[src/rtl/msxbus_pkg.sv]
// Shared types and constants for the MSX bus initiator.
package msxbus_pkg;

    typedef enum logic [2:0] {
        ST_IDLE,
        ST_SETUP,
        ST_STROBE,
        ST_HOLD,
        ST_SUB_SETUP,
        ST_SUB_STROBE,
        ST_SUB_HOLD
    } state_t;

    localparam logic [15:0] SUBSLOT_ADDR_DEFAULT = 16'hFFFF;
    localparam logic [7:0]  BUS_IDLE             = 8'hFF;

endpackage

[src/rtl/msxbus_initiator_if.sv]
// Host request/response and MSX bus signals of the initiator.
interface msxbus_initiator_if;

    logic        req;
    logic        req_wr;
    logic        req_ext;
    logic [15:0] req_address;
    logic [7:0]  req_wdata;
    logic [7:0]  req_subslot;
    logic        ready;
    logic        done;
    logic [7:0]  rdata_out;
    logic        n_tsltsl;
    logic        n_trd;
    logic        n_twr;
    logic [15:0] ta;
    logic [7:0]  wdata;
    logic [7:0]  rdata;
    logic        rdata_en;
    logic        n_wait;

    modport master (
        input  req, req_wr, req_ext, req_address, req_wdata, req_subslot,
        input  rdata, rdata_en, n_wait,
        output ready, done, rdata_out, n_tsltsl, n_trd, n_twr, ta, wdata
    );

    modport slave (
        output req, req_wr, req_ext, req_address, req_wdata, req_subslot,
        output rdata, rdata_en, n_wait,
        input  ready, done, rdata_out, n_tsltsl, n_trd, n_twr, ta, wdata
    );

endinterface

[src/rtl/msxbus_strobe_timer.sv]
// Strobe-phase length counter; holds on its last count while n_wait is low.
module msxbus_strobe_timer #(
    parameter int unsigned STROBE_CYCLES = 3
) (
    input  logic clk,
    input  logic reset,
    input  logic load,
    input  logic active,
    input  logic n_wait,
    output logic last
);

    localparam logic [3:0] LAST_COUNT = 4'(STROBE_CYCLES - 1);

    logic [3:0] count;

    always_ff @(posedge clk or posedge reset) begin
        if (reset) begin
            count <= '0;
        end else if (load) begin
            count <= '0;
        end else if (active && (count != LAST_COUNT)) begin
            count <= count + 4'd1;
        end
    end

    // n_wait only matters once the minimum length has been reached
    assign last = active && (count == LAST_COUNT) && n_wait;

endmodule

[src/rtl/msxbus_initiator.sv]
// MSX cartridge-bus initiator: one host request becomes one bus cycle,
// optionally preceded by a secondary-slot register write.
module msxbus_initiator
    import msxbus_pkg::*;
#(
    parameter int unsigned STROBE_CYCLES = 3,
    parameter logic [15:0] SUBSLOT_ADDR  = SUBSLOT_ADDR_DEFAULT
) (
    input  logic               clk,
    input  logic               reset,
    msxbus_initiator_if.master bus
);

    state_t      state, state_n;
    logic        accept;
    logic        last;
    logic        wr_q, wr_n;
    logic [15:0] addr_q, addr_n;
    logic [7:0]  data_q, data_n;
    logic [7:0]  sub_q, sub_n;
    logic [15:0] ta_q, ta_n;
    logic [7:0]  wdata_q, wdata_n;
    logic [7:0]  rdata_out_q;
    logic        ready_q, done_q;
    logic        n_tsltsl_q, n_trd_q, n_twr_q;

    msxbus_strobe_timer #(
        .STROBE_CYCLES(STROBE_CYCLES)
    ) u_timer (
        .clk    (clk),
        .reset  (reset),
        .load   ((state == ST_SETUP) || (state == ST_SUB_SETUP)),
        .active ((state == ST_STROBE) || (state == ST_SUB_STROBE)),
        .n_wait (bus.n_wait),
        .last   (last)
    );

    always_ff @(posedge clk or posedge reset) begin
        if (reset) begin
            state <= ST_IDLE;
        end else begin
            state <= state_n;
        end
    end

    always_comb begin
        state_n = state;
        accept  = 1'b0;
        case (state)
            ST_IDLE: begin
                if (bus.req && ready_q) begin
                    accept  = 1'b1;
                    state_n = bus.req_ext ? ST_SUB_SETUP : ST_SETUP;
                end
            end
            ST_SETUP:      state_n = ST_STROBE;
            ST_STROBE:     if (last) state_n = ST_HOLD;
            ST_HOLD:       state_n = ST_IDLE;
            ST_SUB_SETUP:  state_n = ST_SUB_STROBE;
            ST_SUB_STROBE: if (last) state_n = ST_SUB_HOLD;
            ST_SUB_HOLD:   state_n = ST_SETUP;
            default:       state_n = ST_IDLE;
        endcase
    end

    // Outputs are registered from the state being entered, so the bus
    // pins change exactly on the edge that changes the state.
    always_comb begin
        wr_n    = accept ? bus.req_wr      : wr_q;
        addr_n  = accept ? bus.req_address : addr_q;
        data_n  = accept ? bus.req_wdata   : data_q;
        sub_n   = accept ? bus.req_subslot : sub_q;
        ta_n    = ta_q;
        wdata_n = wdata_q;
        case (state_n)
            ST_SUB_SETUP, ST_SUB_STROBE, ST_SUB_HOLD: begin
                ta_n    = SUBSLOT_ADDR;
                wdata_n = sub_n;
            end
            ST_SETUP, ST_STROBE, ST_HOLD: begin
                ta_n = addr_n;
                if (wr_n) begin
                    wdata_n = data_n;
                end
            end
            default: ;
        endcase
    end

    always_ff @(posedge clk or posedge reset) begin
        if (reset) begin
            wr_q        <= 1'b0;
            addr_q      <= '0;
            data_q      <= '0;
            sub_q       <= '0;
            ta_q        <= '0;
            wdata_q     <= '0;
            rdata_out_q <= '0;
            ready_q     <= 1'b0;
            done_q      <= 1'b0;
            n_tsltsl_q  <= 1'b1;
            n_trd_q     <= 1'b1;
            n_twr_q     <= 1'b1;
        end else begin
            wr_q       <= wr_n;
            addr_q     <= addr_n;
            data_q     <= data_n;
            sub_q      <= sub_n;
            ta_q       <= ta_n;
            wdata_q    <= wdata_n;
            ready_q    <= (state_n == ST_IDLE);
            done_q     <= (state_n == ST_HOLD);
            n_tsltsl_q <= !((state_n == ST_STROBE) || (state_n == ST_SUB_STROBE));
            n_trd_q    <= !((state_n == ST_STROBE) && !wr_q);
            n_twr_q    <= !(((state_n == ST_STROBE) && wr_q) || (state_n == ST_SUB_STROBE));
            if ((state == ST_STROBE) && last && !wr_q) begin
                rdata_out_q <= bus.rdata_en ? bus.rdata : BUS_IDLE;
            end
        end
    end

    assign bus.ready     = ready_q;
    assign bus.done      = done_q;
    assign bus.rdata_out = rdata_out_q;
    assign bus.n_tsltsl  = n_tsltsl_q;
    assign bus.n_trd     = n_trd_q;
    assign bus.n_twr     = n_twr_q;
    assign bus.ta        = ta_q;
    assign bus.wdata     = wdata_q;

endmodule

[src/flat_wrapper.sv]
// flat-port wrapper written by rule: the top's interface ports become plain ports
module msxbus_initiator_flat import msxbus_pkg::*;
#(
    parameter int unsigned STROBE_CYCLES = 3,
    parameter logic [15:0] SUBSLOT_ADDR  = SUBSLOT_ADDR_DEFAULT
)
  (clk, reset, bus_req, bus_req_wr, bus_req_ext, bus_req_address, bus_req_wdata, bus_req_subslot, bus_rdata, bus_rdata_en, bus_n_wait, bus_ready, bus_done, bus_rdata_out, bus_n_tsltsl, bus_n_trd, bus_n_twr, bus_ta, bus_wdata);
  msxbus_initiator_if bus_i ();
  input  logic clk;
  input  logic reset;
  input wire logic [$bits(bus_i.req)-1:0] bus_req;
  input wire logic [$bits(bus_i.req_wr)-1:0] bus_req_wr;
  input wire logic [$bits(bus_i.req_ext)-1:0] bus_req_ext;
  input wire logic [$bits(bus_i.req_address)-1:0] bus_req_address;
  input wire logic [$bits(bus_i.req_wdata)-1:0] bus_req_wdata;
  input wire logic [$bits(bus_i.req_subslot)-1:0] bus_req_subslot;
  input wire logic [$bits(bus_i.rdata)-1:0] bus_rdata;
  input wire logic [$bits(bus_i.rdata_en)-1:0] bus_rdata_en;
  input wire logic [$bits(bus_i.n_wait)-1:0] bus_n_wait;
  output wire logic [$bits(bus_i.ready)-1:0] bus_ready;
  output wire logic [$bits(bus_i.done)-1:0] bus_done;
  output wire logic [$bits(bus_i.rdata_out)-1:0] bus_rdata_out;
  output wire logic [$bits(bus_i.n_tsltsl)-1:0] bus_n_tsltsl;
  output wire logic [$bits(bus_i.n_trd)-1:0] bus_n_trd;
  output wire logic [$bits(bus_i.n_twr)-1:0] bus_n_twr;
  output wire logic [$bits(bus_i.ta)-1:0] bus_ta;
  output wire logic [$bits(bus_i.wdata)-1:0] bus_wdata;
  assign bus_i.req = bus_req;
  assign bus_i.req_wr = bus_req_wr;
  assign bus_i.req_ext = bus_req_ext;
  assign bus_i.req_address = bus_req_address;
  assign bus_i.req_wdata = bus_req_wdata;
  assign bus_i.req_subslot = bus_req_subslot;
  assign bus_i.rdata = bus_rdata;
  assign bus_i.rdata_en = bus_rdata_en;
  assign bus_i.n_wait = bus_n_wait;
  assign bus_ready = bus_i.ready;
  assign bus_done = bus_i.done;
  assign bus_rdata_out = bus_i.rdata_out;
  assign bus_n_tsltsl = bus_i.n_tsltsl;
  assign bus_n_trd = bus_i.n_trd;
  assign bus_n_twr = bus_i.n_twr;
  assign bus_ta = bus_i.ta;
  assign bus_wdata = bus_i.wdata;
  msxbus_initiator #(.STROBE_CYCLES(STROBE_CYCLES), .SUBSLOT_ADDR(SUBSLOT_ADDR)) u_core (.clk(clk), .reset(reset), .bus(bus_i));
endmodule
[config.mk]
export PLATFORM = sky130hd
export DESIGN_NAME = msxbus_initiator_flat
export DESIGN_NICKNAME = d
export VERILOG_FILES = /design/src/rtl/msxbus_pkg.sv /design/src/rtl/msxbus_initiator_if.sv /design/src/rtl/msxbus_strobe_timer.sv /design/src/rtl/msxbus_initiator.sv /design/src/flat_wrapper.sv
export SDC_FILE = /design/constraint.sdc
export NUM_CORES = 1
export LEC_CHECK = 0
export BUFFER_PORTS_ARGS = -buffer_cell sky130_fd_sc_hd__buf_2
export CAP_MARGIN = 20
export CORE_ASPECT_RATIO = 0.7
export CORE_MARGIN = 2
export CORE_UTILIZATION = 47
export CTS_CLUSTER_SIZE = 14
export DETAILED_ROUTE_END_ITERATION = 8
export GPL_TIMING_DRIVEN = 0
export PLACE_DENSITY_LB_ADDON = 0.05
export SLEW_MARGIN = 20
export SYNTH_ARGS = -nofsm -noshare
export SYNTH_HDL_FRONTEND = slang
export SYNTH_SLANG_ARGS = --single-unit
[constraint.sdc]
create_clock -name clk -period 2.4 [get_ports clk]
set_input_delay 0.36 -clock clk [delete_from_list [all_inputs] [get_ports clk]]
set_output_delay 0.36 -clock clk [all_outputs]
set_load 0.01 [all_outputs]
==> Word-level counts from Yosys, hierarchy flattened <==
Cells that the tools add are included.
{ "word_totals": {"register_bits": 77, "in_bits": 47, "out_inout_bits": 37, "word_cells": 69} }
{ "classes": {"add_sub_neg": 1, "n_eq_ne": 14, "mux": 17, "n_reduce_logical": 23} }
{ "op_table": {"columns": ["cell", "n"], "rows": [
  ["$mux W8", 4],
  ["$pmux W16 S2", 1],
  ["$eq A3 B3 Y1 const B", 6],
  ["$pmux W3 S6", 1],
  ["$mux W16", 1],
  ["$pmux W8 S2", 1],
  ["$mux W3", 4],
  ["$eq A3 B2 Y1 const B", 3],
  ["$logic_and A1 B1 Y1", 8],
  ["$mux W4", 2],
  ["$eq A3 B1 Y1 const B", 2],
  ["$logic_not A3 Y1", 2],
  ["$reduce_or A3 Y1", 2],
  ["$add A4 B1 Y4 const B", 1],
  ["$eq A4 B2 Y1 const B", 1],
  ["$logic_not A1 Y1", 4],
  ["$logic_or A1 B1 Y1", 4],
  ["$ne A4 B2 Y1 const B", 1],
  ["$reduce_bool A2 Y1", 2],
  ["$mux W1", 3],
  ["$ne A2 B1 Y1 const B", 1],
  ["$reduce_and A2 Y1", 1]
]} }

==> Depth between registers and ports, before layout <==
Gate-level depths: netlist of run 1.
{ "depth": {"depth_word": 10, "depth_mapped": 8, "mapped_depth_nobuf": 7} }

==> By module <==
A second synthesis of run 1 with hierarchy kept.
{ "unflattened": {"hier_cells": 336, "area_unflattened_um2": 3364.5} }
{ "by_module_without_submodules": {"columns": ["mod", "n_inst", "cells_each", "area_per_inst_um2", "seq_area_each_um2"], "rows": [
  ["msxbus_initiator", 1, 312, 3129.3, 1830.5],
  ["msxbus_strobe_timer", 1, 24, 235.2, 100.1]
]} }

==> Worst setup path after synthesis of run 1 <==
OpenSTA, ideal clock, no wires.
{ "synth_path": {"kind": "reg-to-reg", "from": "reg u_core.u_timer.count[0]", "to": "reg u_core.n_trd_q, in the netlist u_core.bus.n_trd", "setup_time_ns": 0.086, "arrival_time_ns": 1.678, "required_time_ns": 2.314, "slack_ns": 0.636, "stages_incl_launch_ff": 8, "n_path_buf": 0, "synth_period_minus_slack_ns": 1.764, "path_cell_list": "dfrtp_1 inv_1 ha_1 nor3b_1 nand2_1 nand2_1 nand3b_1 a2111o_1"} }
{ "synth_via": {"elab_chain_len": 8, "word_cells_on_any_way": 9, "classes_between": "2 x eq/ne; 3 x mux; 4 x reduce/logical"} }
{ "synth_lines": {"columns": ["item", "line", "rtl"], "rows": [
  ["start: declaration", "msxbus_strobe_timer.sv:15", "logic [3:0] count;"],
  ["start signal: assignment", "msxbus_strobe_timer.sv:23", "count <= count + 4'd1;"],
  ["$eq A4 B2 Y1 (*)", "msxbus_strobe_timer.sv:28", "assign last = active && (count == LAST_COUNT) && n_wait;"],
  ["$logic_and A1 B1 Y1 (*) (2 in a row)", "msxbus_strobe_timer.sv:28", null],
  ["$mux W3, on equally long branches", "msxbus_initiator.sv:60, msxbus_initiator.sv:57", null],
  ["$pmux W3 S6 (*)", "msxbus_initiator.sv:49", "case (state)"],
  ["$eq A3 B2 Y1 (*)", "msxbus_initiator.sv:114", "n_trd_q <= !((state_n == ST_STROBE) && !wr_q);"],
  ["$logic_and A1 B1 Y1 (*)", "msxbus_initiator.sv:114", null],
  ["$logic_not A1 Y1 (*)", "msxbus_initiator.sv:114", null],
  ["end signal: assignment", "msxbus_initiator.sv:114", null],
  ["end: declaration", "msxbus_initiator.sv:25", "logic n_tsltsl_q, n_trd_q, n_twr_q;"]
]} }
Every way passes the cells marked *; elsewhere a longest branch is shown, timed or not.
A chain may end at the register's enable or synchronous reset.

==> Worst setup path in the final report of run 1 <==
{ "layout_path": {"from": "reg u_core.u_timer.count[0]", "to": "reg u_core.rdata_out_q[0], in the netlist u_core.bus.rdata_out[0]"} }
{ "layout_via": {"elab_chain_len": 5} }
{ "layout_lines": {"columns": ["item", "line", "rtl"], "rows": [
  ["$eq A4 B2 Y1", "msxbus_strobe_timer.sv:28", null],
  ["$logic_and A1 B1 Y1 (2 in a row)", "msxbus_strobe_timer.sv:28", null],
  ["$logic_and A1 B1 Y1 (2 in a row)", "msxbus_initiator.sv:116", "if ((state == ST_STROBE) && last && !wr_q) begin"],
  ["end signal: assignment", "msxbus_initiator.sv:117", "rdata_out_q <= bus.rdata_en ? bus.rdata : BUS_IDLE;"],
  ["end: declaration", "msxbus_initiator.sv:23", "logic [7:0] rdata_out_q;"]
]} }
Every way passes these cells.

==> out/results.ini, run 1 <==
[worst_setup_path]
regToRegEndpoint=u_core.bus.rdata_out[0]$_DFFE_PP0P_
cp-start-kind=register
crit_fanout=10
critical_path_required_ns=2.67
crit_arrival_ns=2.38
path_class=register to register
reg2reg_from=u_core.u_timer.count[0]$_DFFE_PP0P_
reg2reg_depth=8
end_kind=register
ff2ff_setup_slack_ns=0.29

[sta]
min_period_over_period_pct=88.0
fin_skew_ns=0.00579
slew_headroom_pct=66.3
holdWs_ns=0.0453
setup_viol=0
layout_min_cycle_time_ns=2.11
fmax_mhz=473
worst_slack_ns=0.287
rsz0062_at_grt=false
slew_violations=0
worstMarginPinSlew_ns=0.505
hold_viol=0

[clocking]
cts_root_buf=clkbuf_8
cts_resized=0
tritoncts=yes
postCtsHoldBufs=0
post_cts_buffers=0
htreeDepth=3
cts_sinks=77
path_clk_slew_ns=0.08
clk-insertion-delay-late_ns=0.34
clockBufferDepth=2
cts_made_buffers=9

[global_route]
grt_pass1_vias=2182
antenna_found_initial=0
grt_pass1_wl_um=10700
grt_max_degree=41
grt_overflow_total=0
grt_usage_pct=17.9

[floorplan]
num_rows=25
ios=84
core_sq_mm=0.00676
die_y_um=73.9
die_x_um=104
start_util_pct=48.6
dieArea_sq_mm=0.00768

[drt]
routed_wirelength_um=6580
drcViolationCount=0
drt-wirelength-per-cell_um=13.8
drtPass1Iterations=4
vias_per_cell=4.78
drtAntennaViolNets=0
vias=2271
drtIter0Drc=79

[place]
port_buffers=82
dp_cells=459
dp_hpwl_um=4640
routabilityCongestion=0.735
dp_slack_ns=0.312
post_dp_cell_area_sq_mm=0.00383

[layout]
area_growth_pct=23.8
layout.cells.non_filler=475
drive_gt1_share_pct=40.2
fin_area_sq_mm=0.00407
utilization_pct=60.2
antennaDiodeCount=0
nNetsFinal=425

[logic_synthesis]
synth_edf_count=0
synth_area_per_cell_sq_um=11.6
yosysTopAreaCell=dfrtp_1
ys_seq_elements=77
yosysTopAreaCellShare_pct=56.4
yosys_most_used_dff=dfrtp_1
syn_area_sq_mm=0.00328
ys_types=38
ys_seq_area_share_pct=58.8
syn_nets=331
synth_area_leaders=dfrtp_1 (56%), mux2_2 (11%), mux2i_1 (5.2%)
syn_inst=282
async_reset_ff_share_pct=100
yosysWarnings=0

[run]
drv_cap=0

[power]
ir_drop_v=0.000675
power.density_mw_per_mm2=1470
p_leak_uw=0.00203

[status]
status=finished clean

[min_path]
min_path_type=primary input to asynchronous set/reset pin

-- registers in the layout (all words and copies together), names as in the netlist --
name and count:
u_core.u_timer.count 4, u_core.bus.n_twr 1, u_core.data_q 8, u_core.bus.n_trd 1, u_core.state 3, u_core.addr_q 16, u_core.sub_q 8, u_core.bus.wdata 8
u_core.bus.ta 16, u_core.bus.rdata_out 8, u_core.wr_q 1, u_core.bus.done 1, u_core.bus.ready 1, u_core.bus.n_tsltsl 1
-- metal layers --
metal	vias up	share of wire, %	GRT usage, %
li1	1131	-	-
met1	1082	48	24.2
met2	51	45	27.7
met3	7	5.5	6.48
met4	0	1.2	5.11
met5	-	0	0
-- cell usage in the layout (no fill, tap or decap), types with 2 or more instances in the layout --
master,instances
clkbuf_8,10
clkbuf_1,3
dfrtp_1,74
o21ai_0,3
nand2_1,38
nor3_1,3
mux2_2,32
mux2i_1,17
inv_2,2
a31oi_1,9
buf_2,88
nand3b_1,3
buf_4,4
nand3_1,19
ha_1,2
a21oi_1,6
nor2_1,16
xnor2_1,2
inv_1,20
dfstp_2,3
bufinv_16,2
inv_6,2
-- through the flow --
stage | total power (uW) | TNS [ns]
after floorplan | 4150 | 0
final | 5980 | 0
after detailed placement | 4940 | 0
after CTS | 6070 | 0
after global routing | 6450 | 0
after global placement | 4850 | -67.54
-- critical path, cell delays in order, from the launching register on --
cell     delay [ns]
dfrtp_1        0.42
inv_1          0.07
ha_1           0.13
nor3b_1        0.35
nand2_1        0.28
nor3_4         0.37
buf_4          0.23
nor2_1         0.05
a31oi_1        0.13
-- synth_stat cells (2+ instances only) --
cell type,number
ha_1,2
nand2_1,38
dfstp_2,3
nor2_1,16
mux2_2,32
buf_2,6
inv_2,2
mux2i_1,17
clkbuf_1,3
nor3_1,3
inv_1,21
a21oi_1,6
o21ai_0,3
buf_4,4
dfrtp_1,74
a31oi_1,9
nand3_1,19
nand3b_1,3
xnor2_1,2
-- report_power, final --
part,switching (uW),internal [uW]
clock,498,623
sequential,263,1970
combinational,1430,1190
-- worst max-delay path by stage --
stage | start | endpoint | slack [ns] | cells past startpoint
4_1_cts | u_core.u_timer.count[0]$_DFFE_PP0P_ | u_core.bus.rdata_out[0]$_DFFE_PP0P_ | 0.29 | 8
6_report | u_core.u_timer.count[0]$_DFFE_PP0P_ | u_core.bus.rdata_out[0]$_DFFE_PP0P_ | 0.29 | 8
3_3_place_gp | reset | u_core.addr_q[1]$_DFF_PP0_ | -0.91 | 2
2_1_floorplan | reset | u_core.addr_q[0]$_DFF_PP0_ | 0.08 | 1
3_5_place_dp | u_core.u_timer.count[0]$_DFFE_PP0P_ | u_core.bus.rdata_out[0]$_DFFE_PP0P_ | 0.31 | 8
5_1_grt | u_core.u_timer.count[0]$_DFFE_PP0P_ | u_core.bus.rdata_out[1]$_DFFE_PP0P_ | 0.11 | 8
-- cell families after synthesis --
logic type | after synthesis | share of synthesized area [%]
flops | 77 | 58.8
buf+inv | 38 | 5.26
fa+ha+maj | 2 | 0.762
mux | 50 | 16.6
xor+xnor | 3 | 0.800
simple gates | 88 | 12.8
compound gates | 24 | 4.99
-- cell type report --
cell class	instances	area, sq um
plain buffers	15	86.3
clock buffers	10	138
clock inverters	6	93.8
fillers	600	2690
inverters	23	88.8
multi-input cells	167	1180
flip-flops and latches	77	1930
well taps	94	118
repair buffers	83	430
Power figures use the tool's default switching activity.
==> run 2: changes to the inputs <==
--- a/config.mk
+++ b/config.mk
@@ -5,6 +5,7 @@
 export SDC_FILE = /design/constraint.sdc
 export NUM_CORES = 1
 export LEC_CHECK = 0
+export ABC_AREA = 1
 export BUFFER_PORTS_ARGS = -buffer_cell sky130_fd_sc_hd__buf_2
 export CAP_MARGIN = 20
 export CORE_ASPECT_RATIO = 0.7
==> run 2 against run 1 <==
Combinational power fell by 5%. Largest power group unchanged. Total power fell by 3.0%. Critical path type unchanged. First-iteration DRC count rose by 34%. Largest cell class unchanged. Flip-flop and latch count did not move. Critical path depth rose by 3. Final area fell by 1.3%. Non-clock buffer count fell by 2. Area after synthesis fell by 2.8%. Clock power rose by 6%. Clock-buffer cell count did not move. Synthesized cell count rose by 33%.
==> out/results.ini, run 2 <==
[layout]
layout_commonest_cell=nand2_1  ; was buf_2
fillers=630  ; was 600
nNetsFinal=520  ; was 425
seq_area_sq_mm=0.00193  ; unchanged
multi_input_area_sq_mm=0.00112  ; was 0.00118 sq mm
layout_common_cells=nand2_1 (153), buf_2 (86), dfrtp_1 (74)  ; was buf_2 (88), dfrtp_1 (74), nand2_1 (38)
drive_gt1_share_pct=25.4  ; was 40.2%
antennaDiodeCount=0  ; unchanged
area_growth_pct=25.7  ; was 23.8%

[worst_setup_path]
worstPathCellList=inv_1, nand4_2, nor2_2, nand2_1, nand3_4, nand2_2, buf_6, nand2_1, nand2_1, nand2_1, nand2_1  ; was inv_1, ha_1, nor3b_1, nand2_1, nor3_4, buf_4, nor2_1, a31oi_1
cp-start-kind=register  ; unchanged
worst-path-buf-inv=2  ; unchanged
crit_family=simple AND/OR/NAND/NOR gates  ; unchanged
crit_slowest_cell=dfrtp_1  ; unchanged
critical_path_required_ns=2.64  ; was 2.67 ns
cp.depth=11  ; was 8
end_kind=register  ; unchanged
crit_fanout=10  ; unchanged
reg2reg_depth=11  ; was 8
critPathMaxStageDelay_ns=0.40  ; was 0.42 ns
path_class=register to register  ; unchanged
crit_top_cell=nand2_1
crit_arrival_ns=2.24  ; was 2.38 ns

[logic_synthesis]
synth_common_cells=nand2_1 (153), dfrtp_1 (74), nor2_1 (69), inv_1 (20)  ; was dfrtp_1 (74), nand2_1 (38), mux2_2 (32), inv_1 (21), nand3_1 (19)
synth_area_leaders=dfrtp_1 (58%), nand2_1 (18%), nor2_1 (8.1%)  ; was dfrtp_1 (56%), mux2_2 (11%), mux2i_1 (5.2%)
synthSimpleGateAreaFrac_pct=31.1  ; was 12.8%
syn_nets=424  ; was 331
async_reset_ff_share_pct=100  ; unchanged
synth_compound_area_share_pct=3.10  ; was 4.99%
synth_fa_ha_area_share_pct=0.784  ; was 0.762%
syn_inst=375  ; was 282
yosysMostFrequentCell=nand2_1  ; was dfrtp_1
yosysTopAreaCellShare_pct=58.0  ; was 56.4%
muxShareOfSynthArea_pct=0  ; was 16.6%
yosys_most_used_dff=dfrtp_1  ; unchanged
yosysTopAreaCell=dfrtp_1  ; unchanged
synth_xor_area_share_pct=0  ; was 0.800%
synth_area_per_cell_sq_um=8.51  ; was 11.6 sq um
synth_top_family_by_area=simple AND/OR/NAND/NOR gates  ; was multiplexers
ys_types=26  ; was 38
syn_area_sq_mm=0.00319  ; was 0.00328 sq mm
ys_seq_area_share_pct=60.5  ; was 58.8%
ys_seq_elements=77  ; unchanged
synth_edf_count=0  ; unchanged
yosysWarnings=0  ; unchanged

[clocking]
clk-insertion-delay-late_ns=0.35  ; was 0.34 ns
post_cts_buffers=0  ; unchanged
path_clk_slew_ns=0.08  ; about the same
cts_made_buffers=9  ; unchanged
htreeDepth=3  ; unchanged
clockBufferDepth=2  ; unchanged
cts_resized=0  ; unchanged
cts_root_buf=clkbuf_8  ; unchanged
tritoncts=yes  ; unchanged
cts_sinks=77  ; unchanged

[floorplan]
ios=84  ; unchanged
start_util_pct=47.9  ; was 48.6%
die_x_um=102  ; was 104 um
num_rows=25  ; unchanged
dieArea_sq_mm=0.00747  ; was 0.00768 sq mm
core_sq_mm=0.00666  ; was 0.00676 sq mm
die_y_um=72.9  ; was 73.9 um

[status]
status=finished clean  ; unchanged

[power]
p_leak_uw=0.00223  ; was 0.00203 uW
p_switching_uw=2330  ; was 2190 uW
p_int_uw=3470  ; was 3790 uW
power.density_mw_per_mm2=1450  ; was 1470 mW/mm^2
ir_drop_v=0.000645  ; was 0.000675 V
combPwrFrac_pct=43.1  ; was 43.9%
swShare_pct=40.2  ; was 36.7%
seq_power_share_pct=36.3  ; was 37.3%
clkPwrFrac_pct=20.6  ; was 18.8%

[drt]
drtIter0Drc=106  ; was 79
drtAntennaViolNets=0  ; unchanged
routed_wirelength_um=6740  ; was 6580 um
drt-wirelength-per-cell_um=11.8  ; was 13.8 um
vias=2584  ; was 2,271
drcViolationCount=0  ; unchanged
vias_per_cell=4.53  ; was 4.78
drtPass1Iterations=5  ; was 4

[sta]
hold_viol=0  ; unchanged
layout_min_cycle_time_ns=2.00  ; was 2.11 ns
holdWs_ns=0.229  ; was 0.0453 ns
fmax_mhz=500  ; was 473 MHz
slew_violations=0  ; unchanged
fin_skew_ns=0.00641  ; was 0.00579 ns
setup_viol=0  ; unchanged
fin_tns_setup_ns=0  ; unchanged
rsz0062_at_grt=false  ; unchanged
worstMarginPinSlew_ns=0.466  ; was 0.505 ns
min_period_over_period_pct=83.3  ; was 88.0%
slew_headroom_pct=68.9  ; was 66.3%

[global_route]
grt_pass1_wl_um=11400  ; was 10,700 um
antenna_found_initial=0  ; unchanged
grt_overflow_total=0  ; unchanged
grt_usage_pct=20.0  ; was 17.9%
grt_max_degree=57  ; was 41
grt_pass1_vias=2482  ; was 2,182

[run]
drv_cap=0  ; unchanged

[place]
dp_hpwl_um=4780  ; was 4640 um
port_buffers=83  ; was 82
routabilityCongestion=0.806  ; was 0.735

[min_path]
hold_depth=3
min_path_type=primary input to register  ; was primary input to asynchronous set/reset pin

-- run 2: changes by cell type after synthesis, moves of 3 or more --
cell | before | now
clkbuf_1 | 3 | 6
a21oi_1 | 6 | 11
mux2i_1 | 17 | 0
nand2_2 | 0 | 3
nor2_1 | 16 | 69
nand2_1 | 38 | 153
a31oi_1 | 9 | 0
buf_2 | 6 | 3
mux2_2 | 32 | 0
nand3_1 | 19 | 11
buf_4 | 4 | 1
-- run 2: area by class of cell --
class	count	area share (%)
plain buffers	11	1.40
inverters	23	2.21
well taps	94	2.93
clock inverters	6	2.74
clock buffers	10	3.43
flip-flops and latches	77	48.1
multi-input cells	264	27.9
repair buffers	85	11.3
-- run 2: per-stage QoR --
step	cells	total power (uW)	utilization [%]	worst slack [ns]	area [sq um]
floorplan	375	3890	-	0.0783	3190
global placement	552	4600	55.9	-0.892	3720
detailed placement	553	4660	56.3	0.372	3750
CTS	570	5880	60.2	0.353	4010
global route	570	6370	60.2	0.0947	4010
finish	570	5800	60.2	0.402	4010
-- run 2: worst paths after layout --
path | startpoint | to | slack, ns
max reg2reg | u_core.state[1]$_DFF_PP0_ | u_core.bus.wdata[0]$_DFFE_PP0P_ | 0.40
max | u_core.state[1]$_DFF_PP0_ | u_core.bus.wdata[0]$_DFFE_PP0P_ | 0.40
min | bus_req_address[6] | u_core.addr_q[6]$_DFF_PP0_ | 0.23
min in group asynchronous | reset | u_core.bus.rdata_out[2]$_DFFE_PP0P_ | 0.52
max in group asynchronous | reset | u_core.bus.ta[5]$_DFFE_PP0P_ | 1.32
min reg2reg | u_core.wr_q$_DFF_PP0_ | u_core.bus.n_twr$_DFF_PP1_ | 0.45
-- run 2: metal layers --
layer	global-route usage, %	part of all wire [%]	wire [um]
met1	28.3	50	3360
met2	29.2	43	2880
met3	6.23	5.8	393
met4	6.96	1.5	100
met5	0	0	0
-- run 2: logic make-up (layout without fill, tap and decap cells) --
family                     Yosys count  after routing
adders and majority gates            2              2
AOI/OAI and AO/OA                   18             18
DFF                                 77             77
and+or+nand+nor                    244            244
buffers and inverters               34            135
-- run 2: power by group through the flow --
stage	combinational, uW	clock [uW]	sequential (uW)
final	2500	1190	2100
after detailed placement	2530	0	2130
after global routing	2930	1270	2170
after CTS	2550	1230	2110
after global placement	2480	0	2120
after floorplan	1660	0	2230
-- run 2: worst min-delay path, cell delays in order --
cell and delay (ns):
buf_2 0.07, nand2_1 0.04, nand2_1 0.07
-- run 2: what timing repair did --
action | 4_1_cts | 5_1_grt
setup endpoints to repair | 0 | 0
hold endpoints to repair | 18 | 0
hold buffers | 1 | 0
